`src/rtl/led_sb_ctrl.sv`:
```
// Bus-mapped LED output peripheral: 16 LEDs driven steadily or blinking,
// with a hardware blink timer, soft-reset register and registered reads.
module led_sb_ctrl #(
    parameter int unsigned BLINK_HALF_PERIOD = 10_000_000
) (
    input  logic        clk_i,
    input  logic        rst_ni,
    input  logic        req_i,
    input  logic        write_enable_i,
    input  logic [31:0] addr_i,
    input  logic [31:0] write_data_i,
    output logic [31:0] read_data_o,
    output logic [15:0] led_o
);

    localparam int unsigned CNT_W = $clog2(2 * BLINK_HALF_PERIOD);
    localparam logic [CNT_W-1:0] CNT_LAST = CNT_W'(2 * BLINK_HALF_PERIOD - 1);
    localparam logic [CNT_W-1:0] CNT_HALF = CNT_W'(BLINK_HALF_PERIOD);

    localparam logic [31:0] ADDR_VAL   = 32'h0000_0000;
    localparam logic [31:0] ADDR_MODE  = 32'h0000_0004;
    localparam logic [31:0] ADDR_SRST  = 32'h0000_0024;
    localparam logic [31:0] SRST_MAGIC = 32'h0000_0001;

    logic [15:0]      led_val;
    logic             led_mode;
    logic [CNT_W-1:0] cnt;

    logic        wr;
    logic        rd;
    logic        soft_rst;
    logic        rd_hit;
    logic [31:0] rd_val;

    assign wr       = req_i && write_enable_i;
    assign rd       = req_i && !write_enable_i;
    assign soft_rst = wr && (addr_i == ADDR_SRST) && (write_data_i == SRST_MAGIC);

    always_comb begin
        rd_hit = 1'b1;
        rd_val = '0;
        unique case (addr_i)
            ADDR_VAL:  rd_val = {16'h0000, led_val};
            ADDR_MODE: rd_val = {31'h0, led_mode};
            ADDR_SRST: rd_val = '0;
            default:   rd_hit = 1'b0;
        endcase
    end

    always_ff @(posedge clk_i) begin
        if (!rst_ni) begin
            led_val     <= '0;
            led_mode    <= 1'b0;
            cnt         <= '0;
            read_data_o <= '0;
        end else begin
            if (rd && rd_hit) begin
                read_data_o <= rd_val;
            end

            // Soft reset outranks the normal counter advance; any write to the
            // mode register restarts the blink phase even if the value is unchanged.
            if (soft_rst) begin
                led_val  <= '0;
                led_mode <= 1'b0;
                cnt      <= '0;
            end else begin
                if (wr && (addr_i == ADDR_VAL)) begin
                    led_val <= write_data_i[15:0];
                end

                if (wr && (addr_i == ADDR_MODE)) begin
                    led_mode <= write_data_i[0];
                    cnt      <= '0;
                end else if (!led_mode || (cnt == CNT_LAST)) begin
                    cnt <= '0;
                end else begin
                    cnt <= cnt + 1'b1;
                end
            end
        end
    end

    always_comb begin
        led_o = led_val;
        if (led_mode && (cnt >= CNT_HALF)) begin
            led_o = '0;
        end
    end

endmodule
```
`config.mk`:
```
export PLATFORM = sky130hd
export DESIGN_NAME = led_sb_ctrl
export DESIGN_NICKNAME = d
export VERILOG_FILES = /design/src/rtl/led_sb_ctrl.sv
export SDC_FILE = /design/constraint.sdc
export NUM_CORES = 1
export LEC_CHECK = 0
export BUFFER_PORTS_ARGS = -buffer_cell sky130_fd_sc_hd__buf_4
export CAP_MARGIN = 10
export CORE_ASPECT_RATIO = 0.7
export CORE_MARGIN = 5
export CORE_UTILIZATION = 42
export DETAILED_ROUTE_END_ITERATION = 7
export PLACE_DENSITY = 0.8
export SLEW_MARGIN = 20
export SYNTH_ARGS = -nofsm -noshare
export SYNTH_HDL_FRONTEND = slang
export SYNTH_SLANG_ARGS = --single-unit
```
`constraint.sdc`:
```
create_clock -name clk_i -period 1.8 [get_ports clk_i]
set_input_delay 0.27 -clock clk_i [delete_from_list [all_inputs] [get_ports clk_i]]
set_output_delay 0.27 -clock clk_i [all_outputs]
set_load 0.05 [all_outputs]
```
==> summary.md, run 1 <==
| Metric | Value |
|---|---|
| DR WL met3 | 766 microns |
| Cts bufs inserted | 9 |
| Antenna violations before repair | 0 |
| First-pass GRT wire length | 14,800 microns |
| Logic pwr share | 9.3% |
| Cells after Synth | 332 |
| ANT nets after route | 0 |
| Most common cell after layout, fill and taps aside | buf_4 |
| Leakage power total | 1.88 nW |
| Core footprint | 7220 sq um |
| Setup crit end kind | output port |
| Worst EP required | 1.53 ns |
| Area grow syn2layout | 51.9% |
| Clock Power Share | 44.8% |
| Grt total ovfl | 0 |
| Filler cells | 555 |
| Failing checks | setup timing |
| RSZ-0062 raised after global routing | yes |
| Final wirelength | 9570 microns |
| GRT Util Overall | 20.6% |
| Iteration count of the initial detailed-routing pass | 4 |
| Setup WS pre-CTS | -0.365 ns |
| Mapped cell area | 3090 sq um |
| Nets@finish | 528 |
| Fmax | 412 MHz |
| Slowest cell delay on critical path | 0.55 ns |
| H-tree Lvls | 3 |
| Tmin final | 2.43 ns |
| Worst Setup Start Kind | flip-flop |
| Mean Syn Cell Area | 9.30 sq um |
| Largest net degree at the start of global routing | 29 |
| Minimum hold slack | 0.166 ns |
| Synthesized flop and latch total | 58 |
| Critical Path AT | 2.16 ns |
| Die Span X | 112 microns |
| Antenna cells | 0 |
| CTS tree | built |
| Sw Pwr | 0.000680 W |
| Pins Over Slew Limit | 0 |
| DR iter-0 viols | 118 |
| Crit path max-delay cell type | or4_4 |
| Clk_lat worst skew | 0.35 ns |
| Cell-by-cell listing of the critical path | or4_4, nor4_4, a21oi_2, a21oi_4, buf_4, nor3b_2, buf_6 |
| Die Ht | 81.7 microns |
| Sequential cell area fraction in the yosys report | 37.6% |
| Worst Setup Slack, final | -0.627 ns |
| Max layer used | met4 |
| Netlist cell types | 41 |
| Via count | 2,936 |
| R2r startpoint | cnt[4] |
| Crit share post-route | 135% |
| Cell at the root of the clock tree | clkbuf_8 |
| Int Power | 0.00211 W |
| Max Cap Violations | 0 |
| Vias per cell | 5.23 |
| Top Ports | 116 |
| Flop-to-flop setup slack | 0.02 ns |
| Cell row count | 26 |
| Initial Utilization | 42.8% |
| HPWL after DPL | 6890 microns |
| Largest buffer count on any clock path | 2 |
| PD cells | 595 nW/um^2 |
| Seq pwr share | 45.9% |
| Worst setup path end | led_o[1] |
| Vias in the first global route | 2,946 |
| Share of layout cells above drive strength 1 | 46.9% |
| I/O Buffers | 99 |
| # clock sinks | 58 |
| Fin Setup TNS | -9.83 ns |
| Sw frac | 24.3% |
| CP Max Fanout | 4 |
| Most frequent cells in the layout | buf_4, dfxtp_1, nor2_1 |
| Die footprint | 9190 sq um |
| R2R cell count | 7 |
| Async S/R FF share, synth | 0% |
| Clk_skew | 0.0111 ns |
| Routed wl met2 | 4530 microns |
| Multi-input logic area | 2000 sq um |
| Wl on met1 | 4140 microns |
| Reg2reg end | cnt[24] |
| Final setup fails | 16 |
| Final Hold Fails | 0 |
| Synth top area share | 37.6% |
| CP Launch Point | cnt[8] |
| Worst hold path type | in2reg |
| Cell taking the most area after synthesis | dfxtp_1 |
| Main flop type after synthesis | dfxtp_1 |
| Warnings, synthesis | 0 |
| Status | finished, violations left |
| Avg WL per Cell | 17.1 microns |
| Number of synthesized flops with an enable pin | 0 |
| Overall Power | 0.00279 W |
| Top cells by area, synth | dfxtp_1, nor3_2, mux2i_1 |
| GP Congestion | 0.851 |
| Worst Path Class, Setup | reg2out |
| # DRC | 0 |
| Peak VDD IR | 0.000539 V |
| Reg clk slew, reported paths | 0.07 ns |
| Sequential cell area | 1170 sq um |
-- what timing repair did --
item / in CTS / in global routing
cloned: 1 / 0
gates resized for setup: 30 / 17
buffers inserted: 3 / 1
hold buffers: 0 / 0
setup endpoints to repair: 22 / 58
pin swaps: 9 / 14
-- cell type report --
cell class | instances | area share, %
tap | 98 | 2.61
sequential | 58 | 25.0
clock inverter | 4 | 1.07
timing repair buffer | 136 | 24.8
inverter | 9 | 0.720
clock buffer | 12 | 3.31
multi-input combinational | 244 | 42.6
-- metal layers --
metal | track usage, % | up-vias
met5 | 0 | -
met4 | 7.08 | 0
met3 | 6.41 | 14
met2 | 32.5 | 122
met1 | 26.8 | 1387
li1 | - | 1413
-- stage by stage --
| stage | cells | cell area, sq um | utilization (%) |
|---|---|---|---|
| CTS | 563 | 4660 | 64.5 |
| global placement | 543 | 4280 | 59.3 |
| finish | 561 | 4690 | 65.0 |
| floorplan | 347 | 3340 | - |
| detailed placement | 543 | 4280 | 59.3 |
| global route | 561 | 4690 | 65.0 |
-- how the worst min path moves through the flow --
stage	start	end	slack (ns)	depth (start not counted)
CTS	write_data_i[7]	led_val[7]	0.15	3
detailed placement	read_data_o[0]	read_data_o[0]	0.46	2
floorplan	rst_ni	read_data_o[15]	0.40	1
global placement	read_data_o[0]	read_data_o[0]	0.45	2
global route	write_data_i[14]	led_val[14]	0.18	3
finish	write_data_i[3]	led_val[3]	0.17	3
-- worst max-delay path: cells and delay by family, from the launching register on --
| family | cells | cell delay [ns] |
|---|---|---|
| flops | 1 | 0.33 |
| simple gates | 3 | 0.80 |
| buf+inv | 2 | 0.37 |
| compound gates | 2 | 0.32 |
-- cells in the mapped netlist (all sizes together), types with 5 or more instances --
cell type / count
a21oi: 5
a22oi: 15
buf: 28
clkbuf: 8
dfxtp: 58
inv: 9
mux2i: 18
nand2: 9
nand3: 10
nand4: 10
nor2: 28
nor2b: 18
nor3: 34
nor3b: 16
nor4: 14
nor4b: 5
xnor2: 18
xor2: 5
-- sequential cells by signal (all words and copies together), names as in the netlist --
register     flops
cnt             25
led_mode         1
led_val         16
read_data_o     16
-- kinds of logic (layout without fill, tap and decap cells) --
group | after synthesis | count (layout) | share of synthesized area [%]
multiplexers | 18 | 18 | 5.83
flip-flops | 58 | 58 | 37.6
AO/OA/AOI/OAI | 26 | 26 | 6.93
buffers and inverters | 45 | 161 | 8.87
adder cells (fa/ha/maj) | 2 | 2 | 0.810
AND/OR/NAND/NOR | 159 | 159 | 33.3
XOR/XNOR | 23 | 23 | 6.52
other | 1 | 16 | 0.121
-- power by group through the flow --
stage	logic, W	registers [W]	clock network [W]
CTS	0.000256	0.00128	0.00127
detailed placement	0.000256	0.00131	0
floorplan	0.000145	0.00131	0
global route	0.000274	0.00128	0.00134
finish	0.000260	0.00128	0.00125
global placement	0.000251	0.00131	0
No activity file was read; power rests on OpenSTA's default activity.
==> run 2, diff against run 1 <==
--- a/config.mk
+++ b/config.mk
@@ -12,6 +12,7 @@
 export CORE_UTILIZATION = 42
 export DETAILED_ROUTE_END_ITERATION = 7
 export PLACE_DENSITY = 0.8
+export SETUP_SLACK_MARGIN = 0.05
 export SLEW_MARGIN = 20
 export SYNTH_ARGS = -nofsm -noshare
 export SYNTH_HDL_FRONTEND = slang
==> run 2 against run 1 <==
The run still ends with setup timing left. Total power rose by 8.1%. Wire length rose by 18%. Clock skew fell by 0.0014 ns. Die area did not move. Setup slack got worse by 0.061 ns. Critical path type unchanged.
==> summary.md, run 2 (same netlist as run 1, synthesis figures left out) <==
| Metric | Value |
|---|---|
| Status | finished, violations left |
| Failing checks | setup timing |
| I/O Buffers | 99 (unchanged) |
| Cell at the root of the clock tree | clkbuf_8 |
| Tmin final | 2.49 ns (+0.0609 ns) |
| Die Span X | 112 microns (unchanged) |
| First-pass GRT wire length | 16,500 microns (+11%) |
| Avg WL per Cell | 19.4 microns (+14%) |
| Largest registers | cnt (25), led_val (16), read_data_o (16) |
| PD cells | 606 nW/um^2 (+1.7%) |
| Reg clk slew, reported paths | 0.06 ns (about the same) |
| Filler cells | 501 (-9.7%) |
| Grt total ovfl | 0 (unchanged) |
| # DRC | 0 (unchanged) |
| H-tree Lvls | 3 (unchanged) |
| Pins Over Slew Limit | 0 (unchanged) |
| Count of hold-fix buffers inserted at cts | 0 (unchanged) |
| Hold Path Sink | led_val[2] |
| Die footprint | 9190 sq um (unchanged) |
| Clk_skew | 0.00971 ns (-0.00136 ns) |
| Finished Core Util | 69.1% (+4.1 points) |
| Worst Path Class, Setup | reg2out |
| Core footprint | 7220 sq um (unchanged) |
| Max Cap Violations | 0 (unchanged) |
| Fin Setup TNS | -10.94 ns (-1.11 ns) |
| Max reg flops | 25 (unchanged) |
| Reg2reg end | cnt[16] |
| Worst Setup Slack, final | -0.688 ns (-0.0609 ns) |
| Area grow syn2layout | 61.5% |
| Final wirelength | 11,300 microns (+18%) |
| # clock sinks | 58 (unchanged) |
| Top Ports | 116 (unchanged) |
| Most common cell after layout, fill and taps aside | buf_4 |
| R2r startpoint | cnt[13] |
| Most frequent cells in the layout | buf_4, dfxtp_1, nor2_1 |
| DR iter-0 viols | 237 (+100%) |
| Design area | 4990 sq um (+6.3%) |
| GP Congestion | 0.853 (+0.22%) |
| Nets@finish | 547 (+3.6%) |
| Cts bufs inserted | 9 (unchanged) |
| Antenna violations before repair | 0 (unchanged) |
| Via count | 3,256 (+11%) |
| Setup crit end kind | output port |
| Vias in the first global route | 3,238 (+9.9%) |
| Largest net degree at the start of global routing | 28 (-3.4%) |
| Worst EP required | 1.53 ns (about the same) |
| Peak VDD IR | 0.000405 V (-25%) |
| R2R cell count | 7 (unchanged) |
| GRT Util Overall | 22.7% (+2.2 points) |
| Worst hold path type | in2reg |
| CP Max Fanout | 6 (+2) |
| Iteration count of the initial detailed-routing pass | 5 (+1) |
| Hold_sp | write_data_i[2] |
| Crit share post-route | 138% (+3.4 points) |
| Clk_lat worst skew | 0.35 ns (about the same) |
| Fmax | 402 MHz (-2.4%) |
| Cell count of the worst hold path | 3 (unchanged) |
| Antenna cells | 0 (unchanged) |
| Setup WS pre-CTS | -0.316 ns (+0.0485 ns) |
| Vias per cell | 5.61 (+7.3%) |
| Final Hold Fails | 0 (unchanged) |
| Critical Path AT | 2.22 ns (+0.06 ns) |
| RSZ-0062 raised after global routing | yes |
| Largest buffer count on any clock path | 2 (unchanged) |
| Placed Area | 4370 sq um (+2.1%) |
| Die Ht | 81.7 microns (unchanged) |
| Share of layout cells above drive strength 1 | 51.9% (+5.0 points) |
| CTS tree | built |
| Leakage power total | 2.03 nW (+8.0%) |
| Largest Register | cnt |
| Initial Utilization | 42.8% (unchanged) |
| HPWL after DPL | 7090 microns (+2.9%) |
| Sequential cell area | 1170 sq um (unchanged) |
| Flop-to-flop setup slack | -0.04 ns (-0.06 ns) |
| Overall Power | 0.00302 W (+8.1%) |
| Cell row count | 26 (unchanged) |
| ANT nets after route | 0 (unchanged) |
| Worst Setup Start Kind | flip-flop |
| Final setup fails | 41 (+25) |
| Multi-input logic area | 2090 sq um (+4.6%) |
[run 2: cell count changes in the layout (fill, tap and decap cells not counted), moves of 3 or more]
cell,previous run,this run
xnor2_1,18,14
nor2_4,0,4
nor2_1,27,24
xnor2_2,0,4
dfxtp_2,5,8
buf_4,110,126
[run 2: worst max-delay path by stage]
stage	start	end	cells after the start
after floorplan	cnt[11]	led_o[10]	6
after global placement	cnt[11]	led_o[0]	7
after detailed placement	cnt[11]	led_o[0]	7
after CTS	cnt[8]	led_o[0]	8
after global routing	cnt[8]	led_o[0]	9
final	cnt[8]	led_o[0]	9
[run 2: worst max-delay path: stages (launching register included)]
cell,delay (ns)
dfxtp_2,0.32
buf_4,0.15
o211ai_1,0.24
a21oi_2,0.11
o31ai_4,0.27
a21oi_4,0.09
buf_6,0.13
buf_12,0.14
nor3b_4,0.21
buf_6,0.19
[run 2: repair_timing]
action	4_1_cts	5_1_grt
setup buffers	2	2
pin swaps	8	14
gates resized for setup	44	32
setup endpoints to repair	27	59
cloned	1	2
[run 2: cell type report]
| type | instances | share of cell area, % |
|---|---|---|
| multi-input combinational | 244 | 41.9 |
| clock inverter | 6 | 2.11 |
| timing repair buffer | 155 | 26.8 |
| tap | 98 | 2.46 |
| sequential | 58 | 23.5 |
| clock buffer | 10 | 2.56 |
| inverter | 9 | 0.677 |
[run 2: power by group]
group	leakage, nW	total (W)	internal, W	switching [W]
combinational	1.44	0.000284	0.000132	0.000152
clock	0.120	0.00145	0.000912	0.000540
sequential	0.471	0.00128	0.00128	0.0000000000000400
total	2.03	0.00302	0.00233	0.000693
[run 2: through the flow]
| step | cells | hold slack (ns) |
|---|---|---|
| floorplan | 347 | 0.398 |
| global placement | 558 | 0.454 |
| detailed placement | 558 | 0.457 |
| CTS | 577 | 0.163 |
| global route | 580 | 0.171 |
| finish | 580 | 0.171 |
[run 2: routing by layer]
| metal | track usage [%] | wire length, microns |
|---|---|---|
| met5 | 0 | 0 |
| met4 | 10.6 | 337 |
| met3 | 6.48 | 1080 |
| met2 | 38.3 | 5550 |
| met1 | 27.2 | 4290 |
==> run 3, diff against run 2 <==
--- a/config.mk
+++ b/config.mk
@@ -5,13 +5,14 @@
 export SDC_FILE = /design/constraint.sdc
 export NUM_CORES = 1
 export LEC_CHECK = 0
+export ABC_AREA = 1
 export BUFFER_PORTS_ARGS = -buffer_cell sky130_fd_sc_hd__buf_4
 export CAP_MARGIN = 10
 export CORE_ASPECT_RATIO = 0.7
 export CORE_MARGIN = 5
 export CORE_UTILIZATION = 42
 export DETAILED_ROUTE_END_ITERATION = 7
-export PLACE_DENSITY = 0.8
+export PLACE_DENSITY = 0.77
 export SETUP_SLACK_MARGIN = 0.05
 export SLEW_MARGIN = 20
 export SYNTH_ARGS = -nofsm -noshare
==> run 3 against run 2 <==
The flow still finishes with violations (setup timing). Worst hold slack improved by 0.011 ns. Wire length grew 0.40%. Global-route usage shrank 2.0 points. Clock power is 21% higher. Core utilization decreased by 6.8 points. Clock skew fell by 0.0022 ns. Setup slack improved by 0.39 ns. Critical path type unchanged. Largest cell class unchanged. Highest routed layer unchanged.
==> summary.md, run 3 <==
| Metric | Value |
|---|---|
| Status | finished, violations left |
| Failing checks | setup timing |
| Antenna cells | 0 (unchanged) |
| Max reg flops | 25 (unchanged) |
| Worst hold path type | in2reg |
| ANT nets after route | 0 (unchanged) |
| Postcts setup bufs | 0 (-2) |
| Overall Power | 0.00333 W (+10%) |
| # clock sinks | 58 (unchanged) |
| Via count | 3,995 (+23%) |
| Core footprint | 8480 sq um (+17%) |
| Most frequent cells in the layout | nand2_1, buf_4, nor2_1 |
| GP Congestion | 0.981 (+15%) |
| Sw frac | 23.4% (+0.44 points) |
| HPWL after DPL | 8390 microns (+18%) |
| Most common cell after layout, fill and taps aside | nand2_1 |
| Sw Pwr | 0.000779 W (+12%) |
| Cts bufs inserted | 9 (unchanged) |
| Die Ht | 88.2 microns (+7.9%) |
| Warnings, synthesis | 0 (unchanged) |
| Crit share post-route | 117% (-22 points) |
| I/O Buffers | 99 (unchanged) |
| Async S/R FF share, synth | 0% (unchanged) |
| # DRC | 0 (unchanged) |
| Final setup fails | 16 (-61%) |
| Mapped cell area | 3670 sq um (+19%) |
| Pins Over Slew Limit | 0 (unchanged) |
| CP Max Fanout | 5 (-1) |
| Cell at the root of the clock tree | clkbuf_16 |
| RSZ-0062 raised after global routing | yes |
| First-pass GRT wire length | 17,600 microns (+6.8%) |
| Mean Syn Cell Area | 6.43 sq um (-31%) |
| Top cells by area, synth | dfxtp_1, nand2_1, nor2_1 |
| GRT Util Overall | 20.8% (-2.0 points) |
| Synth top area share | 31.7% (-5.9 points) |
| Top post-synthesis cells by count | nand2_1, nor2_1, inv_1 |
| Top Ports | 116 (unchanged) |
| Tmin final | 2.10 ns (-0.388 ns) |
| Die Span X | 122 microns (+8.2%) |
| Max Cap Violations | 0 (unchanged) |
| Share of layout cells above drive strength 1 | 31.5% (-20 points) |
| PD cells | 632 nW/um^2 (+4.3%) |
| Iteration count of the initial detailed-routing pass | 6 (+1) |
| Seq pwr share | 38.6% (-3.9 points) |
| Top-count cell post-synth | nand2_1 |
| Finished Core Util | 62.2% (-6.8 points) |
| DR iter-0 viols | 320 (+35%) |
| Largest Register | cnt |
| Count of hold-fix buffers inserted at cts | 0 (unchanged) |
| Worst Setup Start Kind | flip-flop |
| Setup crit end kind | output port |
| Largest registers | cnt (25), led_val (16), read_data_o (16) |
| Largest buffer count on any clock path | 2 (unchanged) |
| Cells after Synth | 570 (+72%) |
| Synthesized flop and latch total | 58 (unchanged) |
| CTS tree | built |
| Cell taking the most area after synthesis | dfxtp_1 |
| Leakage power total | 2.34 nW (+15%) |
| Netlist cell types | 31 (-24%) |
| Initial Utilization | 43.2% (+0.48 points) |
| Avg WL per Cell | 13.8 microns (-29%) |
| Clock Power Share | 52.9% (+4.8 points) |
| Final Hold Fails | 0 (unchanged) |
| Clk_lat worst skew | 0.33 ns (-0.02 ns) |
| Critical Path AT | 1.83 ns (-0.39 ns) |
| Number of synthesized flops with an enable pin | 0 (unchanged) |
| Logic pwr share | 8.5% (-0.9 points) |
| Int Power | 0.00255 W (+9.7%) |
| Antenna violations before repair | 0 (unchanged) |
| H-tree Lvls | 3 (unchanged) |
| Die footprint | 10,700 sq um (+17%) |
| Main flop type after synthesis | dfxtp_1 |
| Largest net degree at the start of global routing | 42 (+50%) |
| Clk_skew | 0.00754 ns (-0.00217 ns) |
| Fmax | 476 MHz (+18%) |
| Cell row count | 28 (+7.7%) |
| Area grow syn2layout | 43.9% |
| Worst EP required | 1.53 ns (about the same) |
| Worst Path Class, Setup | reg2out |
| Peak VDD IR | 0.000514 V (+27%) |
| Sequential cell area fraction in the yosys report | 31.7% (-5.9 points) |
| Worst Setup Slack, final | -0.300 ns (+0.388 ns) |
| Nets@finish | 764 (+40%) |
| Vias in the first global route | 3,666 (+13%) |
| Vias per cell | 4.88 (-13%) |
| Grt total ovfl | 0 (unchanged) |
| Reg clk slew, reported paths | 0.05 ns (about the same) |
| Final wirelength | 11,300 microns (+0.40%) |
==> run 3: cell type report <==
cell class                 count  area (sq um)
inverter                      78           293
multi-input combinational    414          2240
clock inverter                 5          61.3
fill                         738          3200
tap                          120           150
sequential                    58          1160
clock buffer                  11           253
timing repair buffer         133          1110
==> run 3: stage by stage <==
| stage | TNS (ns) | worst slack (ns) | std cells | hold WS [ns] | area [sq um] |
|---|---|---|---|---|---|
| after floorplan | -0.582 | -0.0878 | 585 | 0.419 | 3830 |
| after global placement | -0.151 | -0.0185 | 802 | 0.467 | 4770 |
| after detailed placement | -0.308 | -0.0420 | 802 | 0.470 | 4770 |
| after CTS | -3.55 | -0.253 | 818 | 0.189 | 5180 |
| after global routing | -5.43 | -0.358 | 819 | 0.181 | 5280 |
| final | -4.46 | -0.300 | 819 | 0.182 | 5280 |
==> run 3: cell families (layout without fill, tap and decap cells) <==
family | after synthesis | in the layout | synth area share (%)
simple gates | 332 | 332 | 42.5
buf+inv | 113 | 227 | 14.7
flops | 58 | 58 | 31.7
compound gates | 49 | 49 | 6.69
xor+xnor | 15 | 15 | 3.58
fa+ha+maj | 2 | 2 | 0.682
other cells | 1 | 16 | 0.102
==> run 3: critical path, cell delays in order, from the launching register on <==
cell and delay [ns]:
dfxtp_2 0.33, nor2_4 0.13, nand3_2 0.11, nor3b_4 0.25, nand3_2 0.13, nand3_4 0.14
clkbuf_16 0.19, a21oi_4 0.05, buf_6 0.16
==> run 3: final timing paths <==
kind,from,endpoint,slack [ns],depth (start not counted)
min reg2reg,read_data_o[10],read_data_o[10],0.49,2
min,write_data_i[14],led_val[14],0.18,3
max reg2reg,cnt[0],cnt[23],0.19,9
max,cnt[22],led_o[6],-0.30,8
==> run 3: repair_timing <==
item	4_1_cts	5_1_grt
resized for setup	25	17
gates cloned	0	1
pin swaps	0	6
setup endpoints to repair	16	41
==> run 3: power groups by stage <==
stage	combinational, W	sequential (W)	clock [W]
global route	0.000306	0.00128	0.00185
global placement	0.000276	0.00131	0
detailed placement	0.000281	0.00131	0
finish	0.000284	0.00128	0.00176
CTS	0.000282	0.00128	0.00177
floorplan	0.000171	0.00131	0
==> run 3: per-layer routing <==
layer	wire length [microns]	global-route usage, %	vias up
li1	-	-	1975
met1	4930	28.5	1812
met2	4950	30.7	197
met3	1280	6.78	11
met4	146	7.22	0
met5	0	0	-
